File: src/rtl/mem_arbiter.sv
// Arbitrates icache and dcache line transactions onto one fixed-latency main memory port.
// Ties alternate by last grant; every transaction runs IDLE -> BUSY (LATENCY cycles) -> RESP.
module mem_arbiter #(
    parameter int LATENCY = 5,
    parameter int LINE_W  = 128
) (
    input  logic              clk,
    input  logic              reset,
    input  logic              ic_req,
    input  logic [31:0]       ic_addr,
    output logic              ic_ack,
    output logic [LINE_W-1:0] ic_line,
    input  logic              dc_req,
    input  logic              dc_we,
    input  logic [31:0]       dc_addr,
    input  logic [LINE_W-1:0] dc_wline,
    output logic              dc_ack,
    output logic [LINE_W-1:0] dc_line,
    output logic [31:0]       mem_addr,
    output logic              mem_we,
    output logic [LINE_W-1:0] mem_wdata,
    input  logic [LINE_W-1:0] mem_rdata,
    output logic              busy
);

    typedef enum logic [1:0] {
        IDLE,
        BUSY,
        RESP
    } state_t;

    localparam logic [3:0] CNT_LOAD = 4'(LATENCY - 1);

    state_t            state_q, state_d;
    logic [3:0]        cnt_q, cnt_d;
    logic              grantDc_q, grantDc_d;
    logic              lastDc_q, lastDc_d;
    logic [31:0]       addr_q, addr_d;
    logic              we_q, we_d;
    logic [LINE_W-1:0] wline_q, wline_d;
    logic [LINE_W-1:0] icLine_q, icLine_d;
    logic [LINE_W-1:0] dcLine_q, dcLine_d;
    logic              icAck_q, icAck_d;
    logic              dcAck_q, dcAck_d;

    logic              pickDc;
    logic [31:0]       selAddr;
    logic              lastCycle;

    assign lastCycle = (state_q == BUSY) && (cnt_q == 4'd0);

    always_ff @(posedge clk or negedge reset) begin
        if (!reset) begin
            state_q   <= IDLE;
            cnt_q     <= 4'd0;
            grantDc_q <= 1'b0;
            lastDc_q  <= 1'b0;
            addr_q    <= '0;
            we_q      <= 1'b0;
            wline_q   <= '0;
            icLine_q  <= '0;
            dcLine_q  <= '0;
            icAck_q   <= 1'b0;
            dcAck_q   <= 1'b0;
        end else begin
            state_q   <= state_d;
            cnt_q     <= cnt_d;
            grantDc_q <= grantDc_d;
            lastDc_q  <= lastDc_d;
            addr_q    <= addr_d;
            we_q      <= we_d;
            wline_q   <= wline_d;
            icLine_q  <= icLine_d;
            dcLine_q  <= dcLine_d;
            icAck_q   <= icAck_d;
            dcAck_q   <= dcAck_d;
        end
    end

    always_comb begin
        state_d   = state_q;
        cnt_d     = cnt_q;
        grantDc_d = grantDc_q;
        lastDc_d  = lastDc_q;
        addr_d    = addr_q;
        we_d      = we_q;
        wline_d   = wline_q;
        icLine_d  = icLine_q;
        dcLine_d  = dcLine_q;
        icAck_d   = 1'b0;
        dcAck_d   = 1'b0;
        pickDc    = 1'b0;
        selAddr   = '0;

        case (state_q)
            IDLE: begin
                if (ic_req || dc_req) begin
                    // On a tie the dcache wins unless it was the last one served.
                    pickDc    = dc_req && (!ic_req || !lastDc_q);
                    selAddr   = pickDc ? dc_addr : ic_addr;
                    grantDc_d = pickDc;
                    lastDc_d  = pickDc;
                    addr_d    = {selAddr[31:4], 4'b0000};
                    we_d      = pickDc && dc_we;
                    if (pickDc) begin
                        wline_d = dc_wline;
                    end
                    cnt_d   = CNT_LOAD;
                    state_d = BUSY;
                end
            end
            BUSY: begin
                if (cnt_q == 4'd0) begin
                    state_d = RESP;
                    if (grantDc_q) begin
                        dcAck_d = 1'b1;
                        if (!we_q) begin
                            dcLine_d = mem_rdata;
                        end
                    end else begin
                        icAck_d  = 1'b1;
                        icLine_d = mem_rdata;
                    end
                end else begin
                    cnt_d = cnt_q - 4'd1;
                end
            end
            RESP: begin
                state_d = IDLE;
            end
            default: begin
                state_d = IDLE;
            end
        endcase
    end

    assign busy      = (state_q != IDLE);
    assign mem_addr  = (state_q == BUSY) ? addr_q : 32'h0;
    assign mem_we    = lastCycle && grantDc_q && we_q;
    assign mem_wdata = wline_q;
    assign ic_ack    = icAck_q;
    assign dc_ack    = dcAck_q;
    assign ic_line   = icLine_q;
    assign dc_line   = dcLine_q;

endmodule

File: config.mk
export PLATFORM = sky130hd
export DESIGN_NAME = mem_arbiter
export DESIGN_NICKNAME = d
export VERILOG_FILES = /design/src/rtl/mem_arbiter.sv
export SDC_FILE = /design/constraint.sdc
export NUM_CORES = 1
export LEC_CHECK = 0
export ABC_AREA = 1
export CORE_AREA = 2 2 287 289
export DETAILED_ROUTE_END_ITERATION = 10
export DIE_AREA = 0 0 289 291
export MAX_ROUTING_LAYER = met4
export PLACE_DENSITY = 0.43
export SLEW_MARGIN = 20
export SYNTH_ARGS = -nofsm -noshare
export SYNTH_HDL_FRONTEND = slang
export SYNTH_SLANG_ARGS = --single-unit
File: constraint.sdc
create_clock -name clk -period 2 [get_ports clk]
set_input_delay 0.6 -clock clk [delete_from_list [all_inputs] [get_ports clk]]
set_output_delay 0.6 -clock clk [all_outputs]
set_load 0.05 [all_outputs]
==> metrics.cfg, run 1 <==
[route]
wl_per_cell_um = 19.6
drt_iter0_drc = 856
drc = 0
antenna_left = 0
dr.pass1.iters = 5
routed_wl_um = 74800
route.vias.total = 15946
vias_per_cell = 4.18

[placement]
port-buffer-count = 732
dp_hpwl_um = 55300
post-place-cells = 3692
place_congestion = 0.844

[yosys]
synthArstFlopShare = 1.00
synth_seq_area_share = 0.630
synthFlopType = dfrtp_1
postSynthAreaPerCell_um2 = 8.71
postSynthCellCount = 1926
synth_area_leaders = dfrtp_1 (63%), nand2_1 (21%), nand3_1 (7.8%), buf_2 (2.6%), nor2_1 (1.4%)
yosys_warnings = 0
synth_top_area_cell = dfrtp_1
synth-edff-count = 0
netlist_area_um2 = 16800
synth_top_area_share = 0.630
ys_ff_latch = 422
synthTopCellsByCount = nand2_1 (940), dfrtp_1 (422), nand3_1 (260)
synth.most_common_cell = nand2_1
synth_cell_types = 18

[pwr]
peakVddDrop_mv = 1.06
finalPower_mw = 60.7
p_leak_nw = 13.9
p_per_area_nw_per_um2 = 2200

[floorplanning]
initial_core_util = 0.207
die_w_um = 289
dieArea_um2 = 84100
ios = 745
coreArea_um2 = 81200
die_height_um = 291
rows = 105

[timing]
drv_slew = 0
hold_viol = 0
finalSetupViolations = 30
rsz0062_at_grt = yes
clock-skew-final_ns = 0.00979
max_freq_mhz = 425
layout_setup_ws_ns = -0.351
post-route-min-period_ns = 2.35
worst_pin_slew_ns = 0.617
hold_slack_ns = 0.469
slew_headroom = 0.588
fin_crit_sh = 1.18

[setup_path]
worstPathCellList = nor2_4, inv_6, buf_12, buf_16, nor2_4, buf_12
cp.required_ns = 1.40
worstSetupStartpointType = flip-flop
cp_top_family = buffers and inverters
slowest_stage = dfrtp_1
critPathBufInv = 4
end_kind = output pin
slowest_delay_ns = 0.41
arrival_ns = 1.75
crit_fanout = 5
criticalPathCategory = reg2out

[outcome]
violations = negative setup slack
outcome = finished with violations

[finish]
nets = 3023
drive_above_1_share = 0.240
areaGrowthSynthToFinish_pct = 64.4
fill_cells = 8401
layout.cells.non_filler = 3819
fin_util = 0.340

[clock_tree]
htree_num_levels = 2
path_clk_slew_ns = 0.06
clk_latency_ns = 0.58
cts_buffers = 52
clk_path_buf_depth = 3
numClockSinks = 422
root_buffer = clkbuf_16
cts_tree = done

[grt]
first_global_vias = 16185
grt_pass1_wl_um = 109000
overflow = 0
antenna_found_initial = 13
grt_usage = 0.178
grt_max_degree = 60

[hold_path]
min_path_type = reg2reg

[flow_run]
cap_violations = 0

## final cells by class
type / count / area, um^2 / share of cell area
multi-input cells: 1335 / 5720 / 0.208
flip-flops and latches: 422 / 10600 / 0.383
inverters: 41 / 169 / 0.00613
clock buffers: 77 / 1530 / 0.0554
clock inverters: 17 / 141 / 0.00513
repair buffers: 845 / 8080 / 0.293
well taps: 1070 / 1340 / 0.0486
diodes: 12 / 30.0 / 0.00109
## sequential cells by signal, summed over array words and instances (netlist names)
name,flops
dc_line,128
ic_ack,1
mem_wdata,128
cnt_q,4
dc_ack,1
lastDc_q,1
state_q,2
we_q,1
addr_q,28
ic_line,128
## final timing paths
check	cells after the start	endpoint	slack [ns]	startpoint
setup / recovery	6	mem_addr[29]	-0.35	state_q[1]
hold / removal	2	mem_wdata[94]	0.47	mem_wdata[94]
max in group asynchronous	3	dc_line[118]	0.67	reset
setup reg to reg	11	dc_line[61]	0.16	cnt_q[0]
min in group asynchronous	2	dc_line[69]	0.63	reset
hold reg to reg	2	mem_wdata[94]	0.47	mem_wdata[94]
## worst reg2reg max path: stages, from the launching register on
cell,delay [ns]
dfrtp_1,0.37
inv_2,0.06
ha_4,0.17
nand2_4,0.08
inv_4,0.04
buf_4,0.12
buf_4,0.13
nand4_1,0.12
buf_12,0.20
buf_12,0.27
nand2_1,0.15
nand2_1,0.07
## metrics by stage
stage	area [um^2]	setup WS (ns)	setup TNS [ns]
3_3_place_gp	25400	-0.119	-5.11
3_5_place_dp	25400	-0.143	-5.29
2_1_floorplan	16800	-0.0703	-1.81
6_report	27600	-0.351	-9.95
4_1_cts	27500	-0.433	-11.76
5_1_grt	27600	-0.440	-12.56
## cells in the final DEF (no fill, tap or decap)
cell type / count
o21ai_1: 24
buf_8: 2
diode_2: 12
nor2_4: 31
nand4_1: 2
nand3_1: 259
o21ai_0: 36
dfrtp_1: 422
nand2_4: 3
clkbuf_1: 13
buf_6: 4
clkinvlp_4: 1
o21ai_2: 1
inv_2: 4
inv_4: 4
ha_4: 1
nand2_1: 937
dlygate4sd3_1: 1
conb_1: 4
clkinv_2: 13
clkbuf_8: 11
clkbuf_16: 53
nor2_1: 35
buf_4: 452
inv_1: 32
buf_12: 67
inv_6: 2
buf_16: 4
clkdlybuf4s50_1: 315
bufinv_16: 2
nor3_4: 1
nand3_4: 1
## where the power goes
part | leakage (nW) | switching, mW | internal [mW]
combinational | 7.94 | 25.1 | 11.0
sequential | 5.15 | 2.46 | 12.8
clock | 0.831 | 3.81 | 5.50
## metal layers
layer / track usage / part of all wire / vias to the layer above
met5: - / 0 / -
met2: 0.301 / 0.51 / 467
li1: - / - / 7603
met1: 0.210 / 0.40 / 7771
met3: 0.0362 / 0.060 / 105
met4: 0.0605 / 0.027 / 0
## timing repair
action | CTS | global route
gates cloned | 4 | 0
hold endpoints to repair | 12 | 0
hold buffers | 1 | 0
resized for setup | 71 | 0
pin swaps | 8 | 6
endpoints found under the setup margin | 31 | 30
buffers inserted | 14 | 2
## cell families after synthesis
family                   after synthesis  synth area share
AND/OR/NAND/NOR                     1269             0.304
flip-flops                           422             0.630
buffers and inverters                172            0.0465
AO/OA/AOI/OAI                         61            0.0182
adder cells (fa/ha/maj)                1          0.000746
other                                  1          0.000224
Power figures use the tool's default switching activity.
==> run 2: changes to the inputs <==
--- a/config.mk
+++ b/config.mk
@@ -9,6 +9,7 @@
 export CORE_AREA = 2 2 287 289
 export DETAILED_ROUTE_END_ITERATION = 10
 export DIE_AREA = 0 0 289 291
+export GPL_ROUTABILITY_DRIVEN = 0
 export MAX_ROUTING_LAYER = met4
 export PLACE_DENSITY = 0.43
 export SLEW_MARGIN = 20
==> constraint.sdc (replaced) <==
create_clock -name clk -period 2.7 [get_ports clk]
set_input_delay 0.81 -clock clk [delete_from_list [all_inputs] [get_ports clk]]
set_output_delay 0.81 -clock clk [all_outputs]
set_load 0.05 [all_outputs]
==> run 2 against run 1 <==
The flow now finishes without violations. Die area is the same. Clock-buffer cell count grew 7. Worst hold slack lost 0.25 ns. Design area grew 1.7%. Total power shrank 25%. Clock power shrank 20%. Critical path depth shrank 5. Non-clock buffer count shrank 42. Via count shrank 1.4%. Largest cell class unchanged.
==> metrics.cfg, run 2 (synthesis results as in run 1) <==
[pwr]
peakVddDrop_mv = 0.731  ; -31%
p_int_mw = 22.5  ; -23%
p_per_area_nw_per_um2 = 1620  ; -26%
switching_share = 0.505  ; -0.0125
seqPwrFrac = 0.247  ; -0.005
power_frac_comb = 0.588  ; -0.007
p_leak_nw = 13.3  ; -4.2%
p_switching_mw = 22.9  ; -27%
power_frac_clock = 0.165  ; +0.012
finalPower_mw = 45.4  ; -25%

[timing]
clock-skew-final_ns = 0.0159  ; +0.00612 ns
finalSetupViolations = 0  ; -100%
max_freq_mhz = 380
layout_setup_ws_ns = 0.0681  ; +0.419 ns
fin_crit_sh = 0.975
slew_headroom = 0.373  ; -0.216
post-route-min-period_ns = 2.63
drv_slew = 0  ; unchanged
hold_viol = 0  ; unchanged
worst_pin_slew_ns = 0.941  ; +0.323 ns

[finish]
layout.cells.non_filler = 3785  ; -0.89%
fill_cells = 8351  ; -0.60%
fin_area_um2 = 28000  ; +1.7%
drive_above_1_share = 0.0863  ; -0.154
nets = 2982  ; -1.4%
areaGrowthSynthToFinish_pct = 67.2
layout_common_cells = nand2_1 (937), clkdlybuf4s50_1 (684), dfrtp_1 (421)
layout_commonest_cell = nand2_1

[setup_path]
worstSetupStartpointType = flip-flop
slowest_stage = clkdlybuf4s50_1
cp_top_family = buffers and inverters
arrival_ns = 1.82  ; +0.07 ns
r2r_end = ic_line[12]
cp.required_ns = 1.89  ; +0.49 ns
crit_fanout = 2  ; -3
r2r_setup_slack_ns = 0.58  ; +0.42 ns
reg2reg_from = cnt_q[0]
criticalPathCategory = reg2out
worstPathCellList = clkdlybuf4s50_1
r2r_cells = 11  ; unchanged
end_kind = output pin
slowest_delay_ns = 0.88  ; +0.47 ns
critPathBufInv = 1  ; -3

[grt]
antenna_found_initial = 15  ; +2
first_global_vias = 16438  ; +1.6%
grt_max_degree = 129  ; +110%
grt_usage = 0.177  ; -0.00110
overflow = 0  ; unchanged
grt_pass1_wl_um = 109000  ; about the same

[floorplanning]
initial_core_util = 0.207  ; unchanged
coreArea_um2 = 81200  ; unchanged
die_height_um = 291  ; unchanged
dieArea_um2 = 84100  ; unchanged
die_w_um = 289  ; unchanged
ios = 745  ; unchanged
rows = 105  ; unchanged

[clock_tree]
clk_latency_ns = 0.59  ; about the same
cts_buffers = 53  ; +1.9%
htree_num_levels = 2  ; unchanged
clk_path_buf_depth = 3  ; unchanged
hold_buffers = 0  ; -1
path_clk_slew_ns = 0.06  ; about the same
root_buffer = clkbuf_16
cts_tree = done
numClockSinks = 422  ; unchanged

[route]
vias_per_cell = 4.16  ; -0.47%
dr.pass1.iters = 5  ; unchanged
route.vias.total = 15729  ; -1.4%
wl_per_cell_um = 19.6  ; -0.14%
antenna_left = 0  ; unchanged
routed_wl_um = 74100  ; -1.0%
drc = 0  ; unchanged
drt_iter0_drc = 937  ; +9.5%

[placement]
port-buffer-count = 732  ; unchanged
post-place-cells = 3654  ; -1.0%
pre_cts_slack_ns = 0.262  ; +0.406 ns
dp_hpwl_um = 53400  ; -3.4%
place_area_um2 = 25800  ; +1.9%

[flow_run]
cap_violations = 0  ; unchanged

[outcome]
outcome = finished, final reports clean

[hold_path]
min_path_type = in2async

## run 2: how the worst max path moves through the flow
stage                              from       endpoint  slack [ns]  cells after the start
after floorplan              state_q[1]   mem_addr[16]        0.25                      5
after global placement           ic_req      addr_q[6]        0.27                      6
after detailed placement         ic_req      addr_q[8]        0.26                      6
after CTS                      cnt_q[0]         mem_we       -0.04                      7
after global routing           cnt_q[0]         mem_we      -0.007                      7
final                     mem_wdata[81]  mem_wdata[81]        0.07                      1
## run 2: metal layers
metal / global-route usage / share of wire / up-vias
met2: 0.294 / 0.50 / 484
met4: 0.0741 / 0.040 / 0
met5: - / 0 / -
met1: 0.205 / 0.40 / 7604
li1: - / - / 7503
met3: 0.0404 / 0.065 / 138
## run 2: layout make-up
class	instances	area, um^2	share of cell area
diodes	16	40.0	0.00143
multi-input cells	1335	5620	0.200
inverters	41	161	0.00576
flip-flops and latches	422	10600	0.377
clock inverters	14	206	0.00736
repair buffers	803	8480	0.302
well taps	1070	1340	0.0477
clock buffers	84	1640	0.0583
## run 2: worst reg2reg max path: cells and delay by family, from the launching register on
family	cells	cell delay, ns
adder cells (fa/ha/maj)	1	0.14
buffers and inverters	6	1.18
flip-flops	1	0.39
AND/OR/NAND/NOR	4	0.35
## run 2: per-stage QoR
step | hold WS [ns] | TNS (ns) | util
finish | 0.215 | 0 | 0.345
global route | 0.209 | -0.00764 | 0.345
CTS | 0.201 | -0.0421 | 0.343
floorplan | 0.453 | 0 | -
detailed placement | 0.457 | 0 | 0.318
global placement | 0.454 | 0 | 0.318
## run 2: repair_timing
action,CTS,global route
setup buffers,3,14
hold endpoints to repair,0,0
setup endpoints to repair,40,36
resized for setup,48,17
pin swaps,4,4
cloned,0,0
## run 2: power groups by stage
stage                     clock (mW)  combinational, mW  sequential, mW
after CTS                       7.74               26.8            11.2
after global routing            8.04               28.2            11.6
after floorplan                    0               5.94            21.0
final                           7.47               26.7            11.2
after global placement             0               26.4            11.2
after detailed placement           0               26.5            11.3
